$ cat src/rtl/series_result_collector_if.sv
// Result-collector signal bundle: injector credit, final-stage result capture,
// downstream valid/ready stream and status counters.
interface series_result_collector_if #(
  parameter int CW = 3
);
  logic          issue;
  logic          admit;
  logic          res_valid;
  logic [31:0]   res_sum;
  logic          res_overflow;
  logic          out_valid;
  logic          out_ready;
  logic [31:0]   out_sum;
  logic          out_overflow;
  logic [CW-1:0] count;
  logic [CW-1:0] inflight;
  logic          proto_err;

  // Collector side
  modport slave (
    input  issue, res_valid, res_sum, res_overflow, out_ready,
    output admit, out_valid, out_sum, out_overflow, count, inflight, proto_err
  );

  // Environment side: injector, final pipeline stage and downstream sink
  modport master (
    output issue, res_valid, res_sum, res_overflow, out_ready,
    input  admit, out_valid, out_sum, out_overflow, count, inflight, proto_err
  );
endinterface

$ cat src/rtl/series_result_collector.sv
// Consumer end of the no-stall series datapath: buffers final-stage results in a
// DEPTH-entry first-word-fall-through FIFO and meters injector credit.
module series_result_collector #(
  parameter int DEPTH = 4,
  parameter int CW    = 3
) (
  input  logic                     clk,
  input  logic                     rst,
  series_result_collector_if.slave bus
);
  localparam int AW = $clog2(DEPTH);
  localparam logic [CW:0] DEPTH_W = (CW+1)'(DEPTH);

  logic [AW-1:0] rd_ptr;
  logic [AW-1:0] wr_ptr;
  logic [CW-1:0] count;
  logic [CW-1:0] inflight;
  logic          proto_err;
  logic [32:0]   mem [DEPTH];

  logic [CW:0]   occupancy;
  logic          admit;
  logic          out_valid;
  logic          full;
  logic          pop;
  logic          iss;
  logic          ret;
  logic          push;
  logic          violation;

  // Credit is checked against stored plus in-flight items so that a returning
  // result always finds a free slot in the FIFO.
  always_comb begin
    occupancy = {1'b0, count} + {1'b0, inflight};
    admit     = occupancy < DEPTH_W;
    out_valid = (count != '0);
    full      = ({1'b0, count} == DEPTH_W);
    pop       = out_valid & bus.out_ready;
    iss       = bus.issue & admit;
    ret       = bus.res_valid & (inflight != '0);
    push      = ret & (~full | pop);
    violation = (bus.issue & ~admit)
              | (bus.res_valid & (inflight == '0))
              | (bus.res_valid & full & ~pop);
  end

  always_ff @(posedge clk) begin
    if (push) begin
      mem[wr_ptr] <= {bus.res_overflow, bus.res_sum};
    end
  end

  always_ff @(posedge clk) begin
    if (rst) begin
      rd_ptr    <= '0;
      wr_ptr    <= '0;
      count     <= '0;
      inflight  <= '0;
      proto_err <= 1'b0;
    end else begin
      if (push) wr_ptr <= wr_ptr + 1'b1;
      if (pop)  rd_ptr <= rd_ptr + 1'b1;
      count     <= count + CW'(push) - CW'(pop);
      // A result dropped on a full FIFO still returns its credit.
      inflight  <= inflight + CW'(iss) - CW'(ret);
      proto_err <= proto_err | violation;
    end
  end

  assign bus.admit        = admit;
  assign bus.out_valid    = out_valid;
  assign bus.out_sum      = mem[rd_ptr][31:0];
  assign bus.out_overflow = mem[rd_ptr][32];
  assign bus.count        = count;
  assign bus.inflight     = inflight;
  assign bus.proto_err    = proto_err;
endmodule

$ cat src/flat_wrapper.sv
// flat-port wrapper written by rule: the top's interface ports become plain ports
module series_result_collector_flat 
#(
  parameter int DEPTH = 4,
  parameter int CW    = 3
)
  (clk, rst, bus_issue, bus_res_valid, bus_res_sum, bus_res_overflow, bus_out_ready, bus_admit, bus_out_valid, bus_out_sum, bus_out_overflow, bus_count, bus_inflight, bus_proto_err);
  series_result_collector_if #(.CW(CW)) bus_i ();
  input  logic clk;
  input  logic rst;
  input wire logic [$bits(bus_i.issue)-1:0] bus_issue;
  input wire logic [$bits(bus_i.res_valid)-1:0] bus_res_valid;
  input wire logic [$bits(bus_i.res_sum)-1:0] bus_res_sum;
  input wire logic [$bits(bus_i.res_overflow)-1:0] bus_res_overflow;
  input wire logic [$bits(bus_i.out_ready)-1:0] bus_out_ready;
  output wire logic [$bits(bus_i.admit)-1:0] bus_admit;
  output wire logic [$bits(bus_i.out_valid)-1:0] bus_out_valid;
  output wire logic [$bits(bus_i.out_sum)-1:0] bus_out_sum;
  output wire logic [$bits(bus_i.out_overflow)-1:0] bus_out_overflow;
  output wire logic [$bits(bus_i.count)-1:0] bus_count;
  output wire logic [$bits(bus_i.inflight)-1:0] bus_inflight;
  output wire logic [$bits(bus_i.proto_err)-1:0] bus_proto_err;
  assign bus_i.issue = bus_issue;
  assign bus_i.res_valid = bus_res_valid;
  assign bus_i.res_sum = bus_res_sum;
  assign bus_i.res_overflow = bus_res_overflow;
  assign bus_i.out_ready = bus_out_ready;
  assign bus_admit = bus_i.admit;
  assign bus_out_valid = bus_i.out_valid;
  assign bus_out_sum = bus_i.out_sum;
  assign bus_out_overflow = bus_i.out_overflow;
  assign bus_count = bus_i.count;
  assign bus_inflight = bus_i.inflight;
  assign bus_proto_err = bus_i.proto_err;
  series_result_collector #(.DEPTH(DEPTH), .CW(CW)) u_core (.clk(clk), .rst(rst), .bus(bus_i));
endmodule
$ cat config.mk
export PLATFORM = sky130hd
export DESIGN_NAME = series_result_collector_flat
export DESIGN_NICKNAME = d
export VERILOG_FILES = /design/src/rtl/series_result_collector_if.sv /design/src/rtl/series_result_collector.sv /design/src/flat_wrapper.sv
export SDC_FILE = /design/constraint.sdc
export NUM_CORES = 1
export LEC_CHECK = 0
export ABC_AREA = 1
export CAP_MARGIN = 0
export CORE_MARGIN = 3
export CORE_UTILIZATION = 45
export DETAILED_ROUTE_END_ITERATION = 12
export GPL_TIMING_DRIVEN = 0
export PLACE_DENSITY = 0.68
export SETUP_SLACK_MARGIN = 0.15
export SYNTH_ARGS = -nofsm -noshare
export SYNTH_HDL_FRONTEND = slang
export SYNTH_SLANG_ARGS = --single-unit
$ cat constraint.sdc
create_clock -name clk -period 2.4 [get_ports clk]
set_clock_uncertainty 0.15 [all_clocks]
set_input_delay 0.48 -clock clk [delete_from_list [all_inputs] [get_ports clk]]
set_output_delay 0.48 -clock clk [all_outputs]
set_load 0.005 [all_outputs]
==> results.md <==
- Post-synth EDFFs: 132
- Final Slew Violations: 0
- Area share of the largest cell type after synthesis: 69.5%
- Final setup violation count: 0
- Max Clk Rate: approximately 420 MHz
- Status: finished, final reports clean
- Antenna fix cells: 0
- Critical path cell sequence: inv_4 -> buf_8 -> buf_6 -> buf_6 -> clkbuf_16 -> o21ai_4 -> o22ai_4 -> buf_2
- Largest net degree at the start of global routing: 28
- Met3 WL: 821 um
- Clock Latency Late Sink: between 0.4 and 0.5 ns
- Syn_area_per_cell: ~14 sq um
- Core area: approximately 0.012 sq mm
- Register area: around 0.0042 sq mm
- Via density: 5.19
- DRT Wirelength: 12700 um
- Fin util: around 64%
- Starting Density: 46.7%
- Post-Syn Instances: 421
- Drt pass-1 iters: 4
- Unique cell type count in the Yosys netlist: 23
- FP Rows: 40
- TritonCTS buffer count: 17
- PwrDens: between 1000 and 1500 mW/mm^2
- Nets: ~580
- Port bufs: between 70 and 80
- Period utilization: 99.2%
- Final HPWL DP: ~7400 um
- # hold bufs at CTS: 0
- RSZ-0062 raised after global routing: true
- Sum Neg Setup Slack: 0 ns
- DRC Markers: 0
- Static Leakage: around 2.9 nW
- Slowest cell on the critical path: dfxtp_4
- Crit end category: primary output
- Worst-path clk slew: 0.05 ns
- Area grow syn2layout: 36.3%
- Final hold vios: 0
- Final Power: 0.00879 W
- CTS tree: yes
- FF-to-FF path depth: 11
- Yosys reg bits: 145
- Cell mode on critical path: buf_6
- Synthesized cell area: ~0.0057 sq mm
- Uppermost layer routed: met4
- Seq/Total Area, Yosys: between 70% and 80%
- Placed cell area: 0.00680 sq mm
- Finished Cell Area: 0.00777 sq mm
- Vias in the first global route: roughly 3700
- Critical path depth: 8
- Setup Crit Path Kind: flop to primary output
- WP data required: between 1.5 and 2 ns
- Peak VDD IR: 0.000647 V
- Die height: between 100 and 150 um
- Ys async rst share: 0%
- Hold/Removal Path Class: input pin to flop
- Yosys top cell by area: edfxtp_1
- Synth area leaders: edfxtp_1, nor2_1, dfxtp_1
- Maxcap violations: 0
- Cells on Worst Hold Path: 3
- Worst stage delay on the critical path: 0.37 ns
- Fin crit period: ~2.4 ns
- Antenna Nets Post-Route: 0
- Commonest cells in the netlist: edfxtp_1, nor2_1, o21ai_0, o22ai_1, inv_1
- Clk sink count: ~150
- CP max FO: 7
- Crit path DAT: 1.75 ns
- Max-slew headroom: between 60% and 70%
- Predominant post-synthesis flop cell: edfxtp_1
- Routed met2 length: around 6300 um
- Root Driver: clkbuf_16
- Average routed wire per standard cell: ~18 um
- Global-route wire length before repair: a little under 20000 um
- Die W: 119 um
- Multi-input logic area: 0.00144 sq mm
- I/O pin cnt: 80
- Synth Warn #: 0
- Die area: between 0.01 and 0.015 sq mm
- Worst Max-Slew Pin Slew: roughly 0.46 ns
- GPL Wtd Cong: 0.765
- Worst setup SP type: flop
- Total gr overflow: 0
- DR vias: ~3700
- Starting DRT DRC Count: between 300 and 400
- Post-synth net total: approximately 470
- Crit-path leading delay family: buffers and inverters
- Most frequent cell after synthesis: edfxtp_1
- Fill cell count: about 900
- Initial antenna violation count: 0
- Fraction of layout cells with a size suffix above 1: 26.1%
- Met1 Routed Length: roughly 5400 um
- WP buf/inv: 6
- Gr usage total: a little under a fifth
- H-tree depth: 4
- Max Root-Sink Buffers: 2
registers in the layout (all words and copies together), names as in the netlist, named ones only:
| signal | count |
|---|---|
| u_core.bus.proto_err | 1 |
| u_core.rd_ptr | 2 |
| u_core.bus.count | 3 |
| u_core.bus.inflight | 3 |
| u_core.wr_ptr | 2 |
| u_core.mem | 132 |
layout by cell type, fill, tap and decap left out, types with 2 or more instances in the layout:
| cell type | n |
|---|---|
| nor2_1 | 67 |
| clkdlybuf4s15_1 | 5 |
| buf_6 | 8 |
| nand3_1 | 3 |
| ha_1 | 10 |
| nand2_2 | 3 |
| o22ai_1 | 17 |
| dlygate4sd2_1 | 3 |
| o21ai_1 | 18 |
| o21ai_0 | 39 |
| buf_2 | 17 |
| edfxtp_1 | 132 |
| o21ai_2 | 8 |
| clkbuf_4 | 3 |
| buf_4 | 10 |
| clkbuf_1 | 2 |
| clkinv_2 | 2 |
| a21oi_1 | 5 |
| dfxtp_1 | 7 |
| buf_12 | 6 |
| nor2_4 | 7 |
| dfxtp_2 | 3 |
| buf_8 | 6 |
| clkbuf_16 | 18 |
| clkbuf_2 | 5 |
| fa_1 | 2 |
| xor2_1 | 4 |
| bufinv_16 | 6 |
| nor2_2 | 11 |
| o21ai_4 | 3 |
| dlymetal6s2s_1 | 5 |
| inv_4 | 3 |
| o22ai_2 | 15 |
| clkdlybuf4s50_1 | 44 |
| nand2_1 | 8 |
| dfxtp_4 | 3 |
| inv_1 | 29 |
| clkinv_1 | 2 |
cell families after synthesis:
kind of cell               Yosys count  synth area share, %
buffers and inverters               52                 5.00
AOI/OAI and AO/OA                  106                 10.0
xor gates and xnor gates             4                0.614
adders and majority gates           12                 2.90
DFF                                145                 74.1
and+or+nand+nor                    102                 7.39
path summary, 6_finish.rpt:
kind                  startpoint                   to  slack, ns
max                         flop      bus_out_sum[23]       0.02
min                bus_out_ready     u_core.rd_ptr[0]       0.29
max reg2reg  u_core.bus.count[1]  u_core.bus.count[2]       0.34
min reg2reg     u_core.rd_ptr[1]                 flop       0.37
worst reg2reg max path: cells and delay by family (launching register included):
kind | cells | cell delay, ns
adders and majority gates | 3 | 0.81
and+or+nand+nor | 3 | 0.28
DFF | 1 | 0.37
AOI/OAI and AO/OA | 2 | 0.19
buffers and inverters | 3 | 0.18
per-layer routing:
layer / vias to the layer above / GRT usage, %
li1: 1743 / -
met1: 1788 / 22.6
met3: 17 / 4.83
met5: - / 0
met2: 151 / 29.7
met4: 0 / 7.17
area by class of cell:
class | count | area share (%)
Buffer | 20 | 3.03
Clock buffer | 19 | 5.57
Clock inverter | 12 | 2.75
Inverter | 32 | 1.64
Multi-Input combinational cell | 224 | 18.5
Sequential cell | 145 | 54.5
Tap cell | 168 | 2.70
Timing Repair Buffer | 93 | 11.3
power by group:
| group | internal [W] | total, W | switching [W] | leakage [nW] |
|---|---|---|---|---|
| registers | 0.00313 | 0.00328 | 0.000154 | 1.31 |
| clock network | 0.00193 | 0.00288 | 0.000953 | 0.312 |
| logic | 0.00122 | 0.00262 | 0.00140 | 1.24 |
| total | 0.00628 | 0.00879 | 0.00251 | 2.86 |
through the flow:
| stage | hold WS (ns) | worst slack, ns | cells |
|---|---|---|---|
| after global routing | 0.293 | -0.0455 | 713 |
| final | 0.285 | 0.0198 | 713 |
| after CTS | 0.368 | -0.108 | 706 |
| after detailed placement | 0.349 | -0.168 | 672 |
| after global placement | 0.339 | -1.09 | 668 |
| after floorplan | 0.312 | 0.145 | 421 |
timing repair:
| item | 4_1_cts | 5_1_grt |
|---|---|---|
| endpoints found under the setup margin | 34 | 34 |
| resized for setup | 98 | 98 |
| pin swaps | 7 | 14 |
| buffers inserted | 3 | 6 |
| cloned | 0 | 1 |
No activity file was read; power rests on OpenSTA's default activity.
